### config.mk
export PLATFORM = sky130hd
export DESIGN_NAME = uart_cmd_bridge_flat
export DESIGN_NICKNAME = d
export VERILOG_FILES = /design/src/rtl/uart_cmd_bridge_if.sv /design/src/rtl/uart_cmd_bridge.sv /design/src/flat_wrapper.sv
export SDC_FILE = /design/constraint.sdc
export NUM_CORES = 1
export LEC_CHECK = 0
export BUFFER_PORTS_ARGS = -buffer_cell sky130_fd_sc_hd__clkbuf_2
export CAP_MARGIN = 20
export CORE_MARGIN = 3
export CORE_UTILIZATION = 40
export CTS_CLUSTER_DIAMETER = 30
export DETAILED_ROUTE_END_ITERATION = 6
export PLACE_DENSITY_LB_ADDON = 0.1
export SLEW_MARGIN = 20
export SYNTH_ARGS = -nofsm -noshare
export SYNTH_HDL_FRONTEND = slang
export SYNTH_SLANG_ARGS = --single-unit
### constraint.sdc
create_clock -name clk -period 7.4 [get_ports clk]
set_input_delay 1.85 -clock clk [delete_from_list [all_inputs] [get_ports clk]]
set_output_delay 1.85 -clock clk [all_outputs]
set_load 0.02 [all_outputs]
### src/rtl/uart_cmd_bridge_if.sv
// Command, read-port, error and serial signals of uart_cmd_bridge.
// slave is the bridge side; master is the user logic that issues commands and feeds rx.
interface uart_cmd_bridge_if #(
    parameter int DATA_WIDTH  = 8,
    parameter int CMD_PKT_LEN = 16
);
    logic [CMD_PKT_LEN-1:0] cmd;
    logic                   uart_valid;
    logic                   uart_ready;
    logic [DATA_WIDTH-1:0]  read_data;
    logic                   read_valid;
    logic                   read_ready;
    logic                   err_parity;
    logic                   err_frame;
    logic                   err_overflow;
    logic                   err_clear;
    logic                   tx;
    logic                   rx;

    modport master (
        output cmd, uart_valid, read_ready, err_clear, rx,
        input  uart_ready, read_data, read_valid, err_parity, err_frame, err_overflow, tx
    );

    modport slave (
        input  cmd, uart_valid, read_ready, err_clear, rx,
        output uart_ready, read_data, read_valid, err_parity, err_frame, err_overflow, tx
    );
endinterface

### src/rtl/uart_cmd_bridge.sv
// Command packets out as MS-word-first UART frames; received frames into a FIFO read port.
// Start bit one cycle after accept, uart_ready low for the packet; RX push 2 sync cycles + mid-stop sample.
module uart_cmd_bridge #(
    parameter int DATA_WIDTH    = 8,
    parameter int SYS_CLK_FREQ  = 50_000_000,
    parameter int BPS           = 9_600,
    parameter int CMD_PKT_LEN   = 16,
    parameter int PARITY_MODE   = 0,
    parameter int STOP_BITS     = 1,
    parameter int RX_FIFO_DEPTH = 4
) (
    input  logic               clk,
    input  logic               rst,
    uart_cmd_bridge_if.slave   bus
);
    localparam int CPB    = SYS_CLK_FREQ / BPS;
    localparam int HALF   = CPB / 2;
    localparam int CW     = $clog2(CPB + 1);
    localparam int NWORDS = CMD_PKT_LEN / DATA_WIDTH;
    localparam int WW     = $clog2(NWORDS + 1);
    localparam int ADDR   = $clog2(RX_FIFO_DEPTH);
    localparam logic [CW-1:0] BIT_LAST  = CW'(CPB - 1);
    localparam logic [CW-1:0] HALF_LAST = CW'(HALF - 1);

    typedef enum logic [2:0] {TX_IDLE, TX_START, TX_DATA, TX_PARITY, TX_STOP} tx_state_t;
    typedef enum logic [2:0] {RX_IDLE, RX_START, RX_DATA, RX_PARITY, RX_STOP} rx_state_t;

    tx_state_t              tx_state_q;
    logic [CW-1:0]          tx_cnt_q;
    logic [3:0]             tx_bit_q;
    logic [WW-1:0]          tx_word_q;
    logic [CMD_PKT_LEN-1:0] tx_pkt_q;
    logic [DATA_WIDTH-1:0]  tx_shift_q;
    logic                   tx_q;
    logic                   uart_ready_q;
    logic [DATA_WIDTH-1:0]  tx_word;
    logic                   tx_par;

    assign tx_word = tx_pkt_q[CMD_PKT_LEN-1 -: DATA_WIDTH];
    assign tx_par  = (PARITY_MODE == 2) ? ~^tx_word : ^tx_word;

    always_ff @(posedge clk or posedge rst) begin
        if (rst) begin
            tx_state_q   <= TX_IDLE;
            tx_cnt_q     <= '0;
            tx_bit_q     <= '0;
            tx_word_q    <= '0;
            tx_pkt_q     <= '0;
            tx_shift_q   <= '0;
            tx_q         <= 1'b1;
            uart_ready_q <= 1'b1;
        end else if (tx_state_q == TX_IDLE) begin
            if (bus.uart_valid && uart_ready_q) begin
                tx_pkt_q     <= bus.cmd;
                uart_ready_q <= 1'b0;
                tx_state_q   <= TX_START;
                tx_q         <= 1'b0;
                tx_cnt_q     <= '0;
                tx_word_q    <= '0;
            end
        end else if (tx_cnt_q != BIT_LAST) begin
            tx_cnt_q <= tx_cnt_q + CW'(1);
        end else begin
            tx_cnt_q <= '0;
            case (tx_state_q)
                TX_START: begin
                    tx_state_q <= TX_DATA;
                    tx_bit_q   <= '0;
                    tx_shift_q <= tx_word;
                    tx_q       <= tx_word[0];
                end
                TX_DATA: begin
                    if (tx_bit_q == 4'(DATA_WIDTH - 1)) begin
                        tx_bit_q   <= '0;
                        tx_state_q <= (PARITY_MODE != 0) ? TX_PARITY : TX_STOP;
                        tx_q       <= (PARITY_MODE != 0) ? tx_par : 1'b1;
                    end else begin
                        tx_bit_q   <= tx_bit_q + 4'd1;
                        tx_q       <= tx_shift_q[1];
                        tx_shift_q <= tx_shift_q >> 1;
                    end
                end
                TX_PARITY: begin
                    tx_state_q <= TX_STOP;
                    tx_q       <= 1'b1;
                end
                TX_STOP: begin
                    if (tx_bit_q != 4'(STOP_BITS - 1)) begin
                        tx_bit_q <= tx_bit_q + 4'd1;
                    end else if (tx_word_q == WW'(NWORDS - 1)) begin
                        tx_state_q   <= TX_IDLE;
                        uart_ready_q <= 1'b1;
                    end else begin
                        // next word follows the last stop bit with no gap
                        tx_word_q  <= tx_word_q + WW'(1);
                        tx_pkt_q   <= tx_pkt_q << DATA_WIDTH;
                        tx_state_q <= TX_START;
                        tx_q       <= 1'b0;
                    end
                end
                default: tx_state_q <= TX_IDLE;
            endcase
        end
    end

    logic rx_s1_q, rx_s2_q, rx_prev_q;
    logic rx_s1_d, rx_s2_d, rx_prev_d;

    always_comb begin
        rx_s1_d   = bus.rx;
        rx_s2_d   = rx_s1_q;
        rx_prev_d = rx_s2_q;
    end

    always_ff @(posedge clk or posedge rst) begin
        if (rst) begin
            rx_s1_q   <= 1'b1;
            rx_s2_q   <= 1'b1;
            rx_prev_q <= 1'b1;
        end else begin
            rx_s1_q   <= rx_s1_d;
            rx_s2_q   <= rx_s2_d;
            rx_prev_q <= rx_prev_d;
        end
    end

    rx_state_t             rx_state_q;
    logic [CW-1:0]         rx_cnt_q;
    logic [3:0]            rx_bit_q;
    logic [DATA_WIDTH-1:0] rx_data_q;
    logic                  rx_par_q;
    logic                  rx_fall;

    assign rx_fall = rx_prev_q & ~rx_s2_q;

    always_ff @(posedge clk or posedge rst) begin
        if (rst) begin
            rx_state_q <= RX_IDLE;
            rx_cnt_q   <= '0;
            rx_bit_q   <= '0;
            rx_data_q  <= '0;
            rx_par_q   <= 1'b0;
        end else begin
            case (rx_state_q)
                RX_IDLE: begin
                    if (rx_fall) begin
                        rx_state_q <= RX_START;
                        rx_cnt_q   <= '0;
                    end
                end
                RX_START: begin
                    if (rx_cnt_q == HALF_LAST) begin
                        rx_cnt_q   <= '0;
                        rx_bit_q   <= '0;
                        // a line already high again at mid start bit was a glitch
                        rx_state_q <= rx_s2_q ? RX_IDLE : RX_DATA;
                    end else begin
                        rx_cnt_q <= rx_cnt_q + CW'(1);
                    end
                end
                RX_DATA: begin
                    if (rx_cnt_q == BIT_LAST) begin
                        rx_cnt_q  <= '0;
                        rx_data_q <= {rx_s2_q, rx_data_q[DATA_WIDTH-1:1]};
                        if (rx_bit_q == 4'(DATA_WIDTH - 1)) begin
                            rx_state_q <= (PARITY_MODE != 0) ? RX_PARITY : RX_STOP;
                        end else begin
                            rx_bit_q <= rx_bit_q + 4'd1;
                        end
                    end else begin
                        rx_cnt_q <= rx_cnt_q + CW'(1);
                    end
                end
                RX_PARITY: begin
                    if (rx_cnt_q == BIT_LAST) begin
                        rx_cnt_q   <= '0;
                        rx_par_q   <= rx_s2_q;
                        rx_state_q <= RX_STOP;
                    end else begin
                        rx_cnt_q <= rx_cnt_q + CW'(1);
                    end
                end
                RX_STOP: begin
                    if (rx_cnt_q == BIT_LAST) begin
                        rx_cnt_q   <= '0;
                        rx_state_q <= RX_IDLE;
                    end else begin
                        rx_cnt_q <= rx_cnt_q + CW'(1);
                    end
                end
                default: rx_state_q <= RX_IDLE;
            endcase
        end
    end

    logic stop_sample, rx_good, rx_par_exp, rx_par_bad, rx_frame_bad;

    assign stop_sample  = (rx_state_q == RX_STOP) && (rx_cnt_q == BIT_LAST);
    assign rx_good      = stop_sample & rx_s2_q;
    assign rx_frame_bad = stop_sample & ~rx_s2_q;
    assign rx_par_exp   = (PARITY_MODE == 2) ? ~^rx_data_q : ^rx_data_q;
    assign rx_par_bad   = rx_good && (PARITY_MODE != 0) && (rx_par_q != rx_par_exp);

    logic [DATA_WIDTH-1:0] mem_q [RX_FIFO_DEPTH];
    logic [DATA_WIDTH-1:0] mem_d [RX_FIFO_DEPTH];
    logic [ADDR:0]         wr_ptr_q, wr_ptr_d, rd_ptr_q, rd_ptr_d;
    logic                  fifo_empty, fifo_full, pop, push, overflow;
    logic                  err_parity_q, err_parity_d;
    logic                  err_frame_q, err_frame_d;
    logic                  err_overflow_q, err_overflow_d;

    assign fifo_empty = (wr_ptr_q == rd_ptr_q);
    assign fifo_full  = (wr_ptr_q[ADDR] != rd_ptr_q[ADDR]) &&
                        (wr_ptr_q[ADDR-1:0] == rd_ptr_q[ADDR-1:0]);
    assign pop        = !fifo_empty && bus.read_ready;
    assign push       = rx_good && (!fifo_full || pop);
    assign overflow   = rx_good && fifo_full && !pop;

    always_comb begin
        mem_d    = mem_q;
        wr_ptr_d = wr_ptr_q;
        rd_ptr_d = rd_ptr_q;
        if (push) begin
            mem_d[wr_ptr_q[ADDR-1:0]] = rx_data_q;
            wr_ptr_d = wr_ptr_q + (ADDR+1)'(1);
        end
        if (pop) begin
            rd_ptr_d = rd_ptr_q + (ADDR+1)'(1);
        end
        // a new event outranks a coincident clear
        err_parity_d   = rx_par_bad   | (err_parity_q   & ~bus.err_clear);
        err_frame_d    = rx_frame_bad | (err_frame_q    & ~bus.err_clear);
        err_overflow_d = overflow     | (err_overflow_q & ~bus.err_clear);
    end

    always_ff @(posedge clk or posedge rst) begin
        if (rst) begin
            for (int i = 0; i < RX_FIFO_DEPTH; i++) mem_q[i] <= '0;
            wr_ptr_q       <= '0;
            rd_ptr_q       <= '0;
            err_parity_q   <= 1'b0;
            err_frame_q    <= 1'b0;
            err_overflow_q <= 1'b0;
        end else begin
            mem_q          <= mem_d;
            wr_ptr_q       <= wr_ptr_d;
            rd_ptr_q       <= rd_ptr_d;
            err_parity_q   <= err_parity_d;
            err_frame_q    <= err_frame_d;
            err_overflow_q <= err_overflow_d;
        end
    end

    assign bus.uart_ready   = uart_ready_q;
    assign bus.tx           = tx_q;
    assign bus.read_valid   = !fifo_empty;
    assign bus.read_data    = fifo_empty ? '0 : mem_q[rd_ptr_q[ADDR-1:0]];
    assign bus.err_parity   = err_parity_q;
    assign bus.err_frame    = err_frame_q;
    assign bus.err_overflow = err_overflow_q;
endmodule

### src/flat_wrapper.sv
// flat-port wrapper written by rule: the top's interface ports become plain ports
module uart_cmd_bridge_flat 
#(
    parameter int DATA_WIDTH    = 8,
    parameter int SYS_CLK_FREQ  = 50_000_000,
    parameter int BPS           = 9_600,
    parameter int CMD_PKT_LEN   = 16,
    parameter int PARITY_MODE   = 0,
    parameter int STOP_BITS     = 1,
    parameter int RX_FIFO_DEPTH = 4
)
  (clk, rst, bus_cmd, bus_uart_valid, bus_read_ready, bus_err_clear, bus_rx, bus_uart_ready, bus_read_data, bus_read_valid, bus_err_parity, bus_err_frame, bus_err_overflow, bus_tx);
  uart_cmd_bridge_if #(.DATA_WIDTH(DATA_WIDTH), .CMD_PKT_LEN(CMD_PKT_LEN)) bus_i ();
  input  logic clk;
  input  logic rst;
  input wire logic [$bits(bus_i.cmd)-1:0] bus_cmd;
  input wire logic [$bits(bus_i.uart_valid)-1:0] bus_uart_valid;
  input wire logic [$bits(bus_i.read_ready)-1:0] bus_read_ready;
  input wire logic [$bits(bus_i.err_clear)-1:0] bus_err_clear;
  input wire logic [$bits(bus_i.rx)-1:0] bus_rx;
  output wire logic [$bits(bus_i.uart_ready)-1:0] bus_uart_ready;
  output wire logic [$bits(bus_i.read_data)-1:0] bus_read_data;
  output wire logic [$bits(bus_i.read_valid)-1:0] bus_read_valid;
  output wire logic [$bits(bus_i.err_parity)-1:0] bus_err_parity;
  output wire logic [$bits(bus_i.err_frame)-1:0] bus_err_frame;
  output wire logic [$bits(bus_i.err_overflow)-1:0] bus_err_overflow;
  output wire logic [$bits(bus_i.tx)-1:0] bus_tx;
  assign bus_i.cmd = bus_cmd;
  assign bus_i.uart_valid = bus_uart_valid;
  assign bus_i.read_ready = bus_read_ready;
  assign bus_i.err_clear = bus_err_clear;
  assign bus_i.rx = bus_rx;
  assign bus_uart_ready = bus_i.uart_ready;
  assign bus_read_data = bus_i.read_data;
  assign bus_read_valid = bus_i.read_valid;
  assign bus_err_parity = bus_i.err_parity;
  assign bus_err_frame = bus_i.err_frame;
  assign bus_err_overflow = bus_i.err_overflow;
  assign bus_tx = bus_i.tx;
  uart_cmd_bridge #(.DATA_WIDTH(DATA_WIDTH), .SYS_CLK_FREQ(SYS_CLK_FREQ), .BPS(BPS), .CMD_PKT_LEN(CMD_PKT_LEN), .PARITY_MODE(PARITY_MODE), .STOP_BITS(STOP_BITS), .RX_FIFO_DEPTH(RX_FIFO_DEPTH)) u_core (.clk(clk), .rst(rst), .bus(bus_i));
endmodule
==> flow_summary.toml <==
[pwr]
p_sw_frac = 0.261
power.ir.vdd_worst_uv = 161
p_sw_mw = 0.505
seqPwrFrac = 0.383
power_report.internal_total_mw = 1.43
power-per-cell-area_mw_per_mm2 = 279
total_leakage_power_nw = 3.20
pwr-share-clk = 0.477
comb_power_share = 0.140

[run]
cap_viol_max_count = 0

[yosys]
synth.lib_cells_used.distinct = 63
synth_enable_flop_cells = 0
per_instance_average_area_after_synthesis_um2 = 11.1
synth_cells = 534
yosysWarnings = 0
synth-seq-area-share = 0.503
syn-cell-area_mm2 = 0.00594
synth-async-reset-ratio = 1.00
yosys_most_used_dff = "dfrtp_1"
ys_seq_elements = 119
syn-num-nets = 567

[global_routing]
grt_start_max_net_pins = 80
gr-usage-met3 = 0.0425
use_met1 = 0.208
grt_first_pass_wirelength_mm = 20.4
grt_pass1_vias = 4089
grt_most_used_layer = "met2"
global_route.usage.total = 0.156
gr-usage-met2 = 0.243
grt_overflow_total = 0
antenna_found_initial = 0

[drt]
detail-route-antenna-nets = 0
dr_total_vias = 4055
drt_pre_antenna_iters = 7
detailedRoute.firstIterationViolations = 225
post-route-drc-count = 0
detail_route.vias_per_cell = 5.32
drt-wirelength-per-cell_um = 15.5
wl_mm = 11.8

[die]
dieHeight_um = 128
floorplan.die.width_um = 128
fp-row-count = 43
floorplan.core_area_mm2 = 0.0142
io_pins = 36
initial_core_util = 0.418
die-area_mm2 = 0.0163

[clock_tree]
cts.repair_timing.setup_buffer_count = 0
cts_tree = "built"
clock_sinks = 119
cts-hold-fix-buffers = 0
htree_levels = 4
post_cts.resized_instances = 0
path_clk_slew_ns = 0.06
clock_insertion_delay_worst_skew_ns = 0.41
cts-buffers-inserted = 17
clock_tree.buffer_depth = 2
cts-root-buf = "clkbuf_16"

[placed_design]
hpwlAfterDp_mm = 7.88
gp_congestion = 0.760
placement.setup.worst_slack_ns = 3.82
number_of_buffers_added_on_ports = 35

[finish]
final_common_cell = "dfrtp_1"
syn2layout_area_growth_pct = 16.8
post_layout_util = 0.488
most-common-layout-cells = "114 x dfrtp_1, 67 x nand2_1, 55 x mux2_2"
antenna-diode-count = 0
layout.filler_cells = 1281
layout.area.seq_mm2 = 0.00298
design.final.nets = 603
drive_above_1_share = 0.266
multi_input_comb_area_mm2 = 0.00279

[critical_path]
cp_cell_sequence = "xor2_1, nor2_1, nand2_1, and2_1, clkbuf_2"
critPathMaxFanout = 11
ff2ff_path_depth = 5
path_class = "flop to primary output"
logic_depth_of_the_worst_setup_path_including_buffers = 5
cp.arrival_ns = 2.09
cp_slowest_stage_delay_ns = 0.74
critPathBufInv = 1
critical_path.slowest_cell = "dfrtp_1"
worst_ep_required_time_ns = 5.55
cp-start-kind = "flop"
critical_path_s_top_delay_family = "flip-flops"
crit_path_end_kind = "primary output"

[timing]
worst_slack_ns = 3.46
final.setup.tns_ns = 0
maxSlewHeadroom = 0.415
fin_crit_sh = 0.533
fin_crit_ns = 3.94
finalMaxSlewViolations = 0
achievable-frequency_mhz = 254
worst-slew-pin-transition_ns = 0.877
grt_setup_unrepaired = "false"
setup_violations = 0
hold_viol = 0
finClkSkew_ns = 0.00777

[worst_hold_path]
hold_path_class = "flop to flop"
timing.hold.worst_path_depth = 0

[run_status]
run_status = "completed"
## cell families after synthesis
kind of cell,count (synthesis),synth area share
DFF,119,0.503
and+or+nand+nor,177,0.166
AOI/OAI and AO/OA,104,0.109
adders and majority gates,11,0.0232
xor gates and xnor gates,10,0.0148
buffers and inverters,37,0.0276
muxes,76,0.157
## flip-flops by register name (all words and copies together), names as in the netlist
signal                   cells
u_core.tx_cnt_q             13
u_core.tx_bit_q              4
u_core.tx_shift_q            7
u_core.rx_state_q            3
u_core.tx_state_q            3
u_core.rx_cnt_q             13
u_core.tx_pkt_q             16
u_core.bus.err_frame         1
u_core.rx_data_q             8
u_core.rx_prev_q             1
u_core.tx_word_q             2
u_core.rx_bit_q              4
u_core.rx_s1_q               1
u_core.wr_ptr_q              3
u_core.bus.err_parity        1
u_core.bus.uart_ready        1
u_core.rx_prev_d             1
u_core.bus.err_overflow      1
u_core.mem_q                32
u_core.rd_ptr_q              3
u_core.bus.tx                1
## power by group through the flow
stage                     Combinational [mW]  Sequential [mW]  Clock [mW]
after global placement                 0.262            0.751           0
after CTS                              0.275            0.742       0.946
final                                  0.271            0.741       0.924
after floorplan                        0.247            0.712           0
after detailed placement               0.274            0.753           0
after global routing                   0.308            0.750       0.977
## final timing paths
path | startpoint | to | slack (ns)
max | u_core.rd_ptr_q[1] | bus_read_data[3] | 3.46
min | u_core.rx_s1_q | u_core.rx_prev_d | 0.36
max reg2reg | u_core.tx_cnt_q[8] | u_core.tx_word_q[0] | 4.75
min reg2reg | u_core.rx_s1_q | u_core.rx_prev_d | 0.36
max in group asynchronous | rst | u_core.mem_q[20] | 4.75
min in group asynchronous | rst | u_core.rx_cnt_q[10] | 1.48
## worst register-to-register path, delay by kind of cell (launching register included)
family	cells	cell delay, ns
AO/OA/AOI/OAI	2	0.76
flip-flops	1	0.41
AND/OR/NAND/NOR	3	1.35
## layer usage
layer | up-vias | wire, um
met5 | - | 0
met4 | 0 | 109
met3 | 10 | 335
met2 | 49 | 5540
met1 | 1998 | 5830
li1 | 1998 | -
## area by class of cell
cell class	instances	share of cell area
Inverter	16	0.00902
Sequential cell	119	0.430
Clock inverter	7	0.0236
Clock buffer	24	0.0723
Timing Repair Buffer	38	0.0303
Tap cell	180	0.0325
Multi-Input combinational cell	378	0.402
## through the flow
stage	instances	hold WS (ns)	area, um^2	power, mW
detailed placement	730	0.353	6250	1.03
global placement	730	0.356	6250	1.01
CTS	761	0.362	6920	1.96
floorplan	534	0.345	5940	0.959
global route	762	0.365	6940	2.04
finish	762	0.362	6940	1.94
## Yosys cell counts, types with 3 or more instances
master      n  area [um^2]
and4_1      3         26.3
nor3b_1     3         22.5
mux2i_1    12          120
xnor2_1     6         52.6
nand2b_1    6         37.5
nor3_1      7         35.0
o31ai_1     7         52.6
nand2_4     4         45.0
buf_2       8         40.0
mux2_2     55          619
dfrtp_1   114         2850
dfstp_2     5          131
xor2_1      4         35.0
inv_1      16         60.1
nand4_1     4         25.0
clkbuf_1   10         37.5
nand3_1    16         80.1
o21ai_1    16         80.1
nor2_1     21         78.8
nand3b_1    4         30.0
mux4_2      8          180
nor2b_1    10         62.6
o21ai_0    40          200
a21oi_1    11         55.1
ha_1       11          138
and2_1     10         62.6
a31oi_1    12         75.1
nand2_1    67          251
Power figures use the tool's default switching activity.
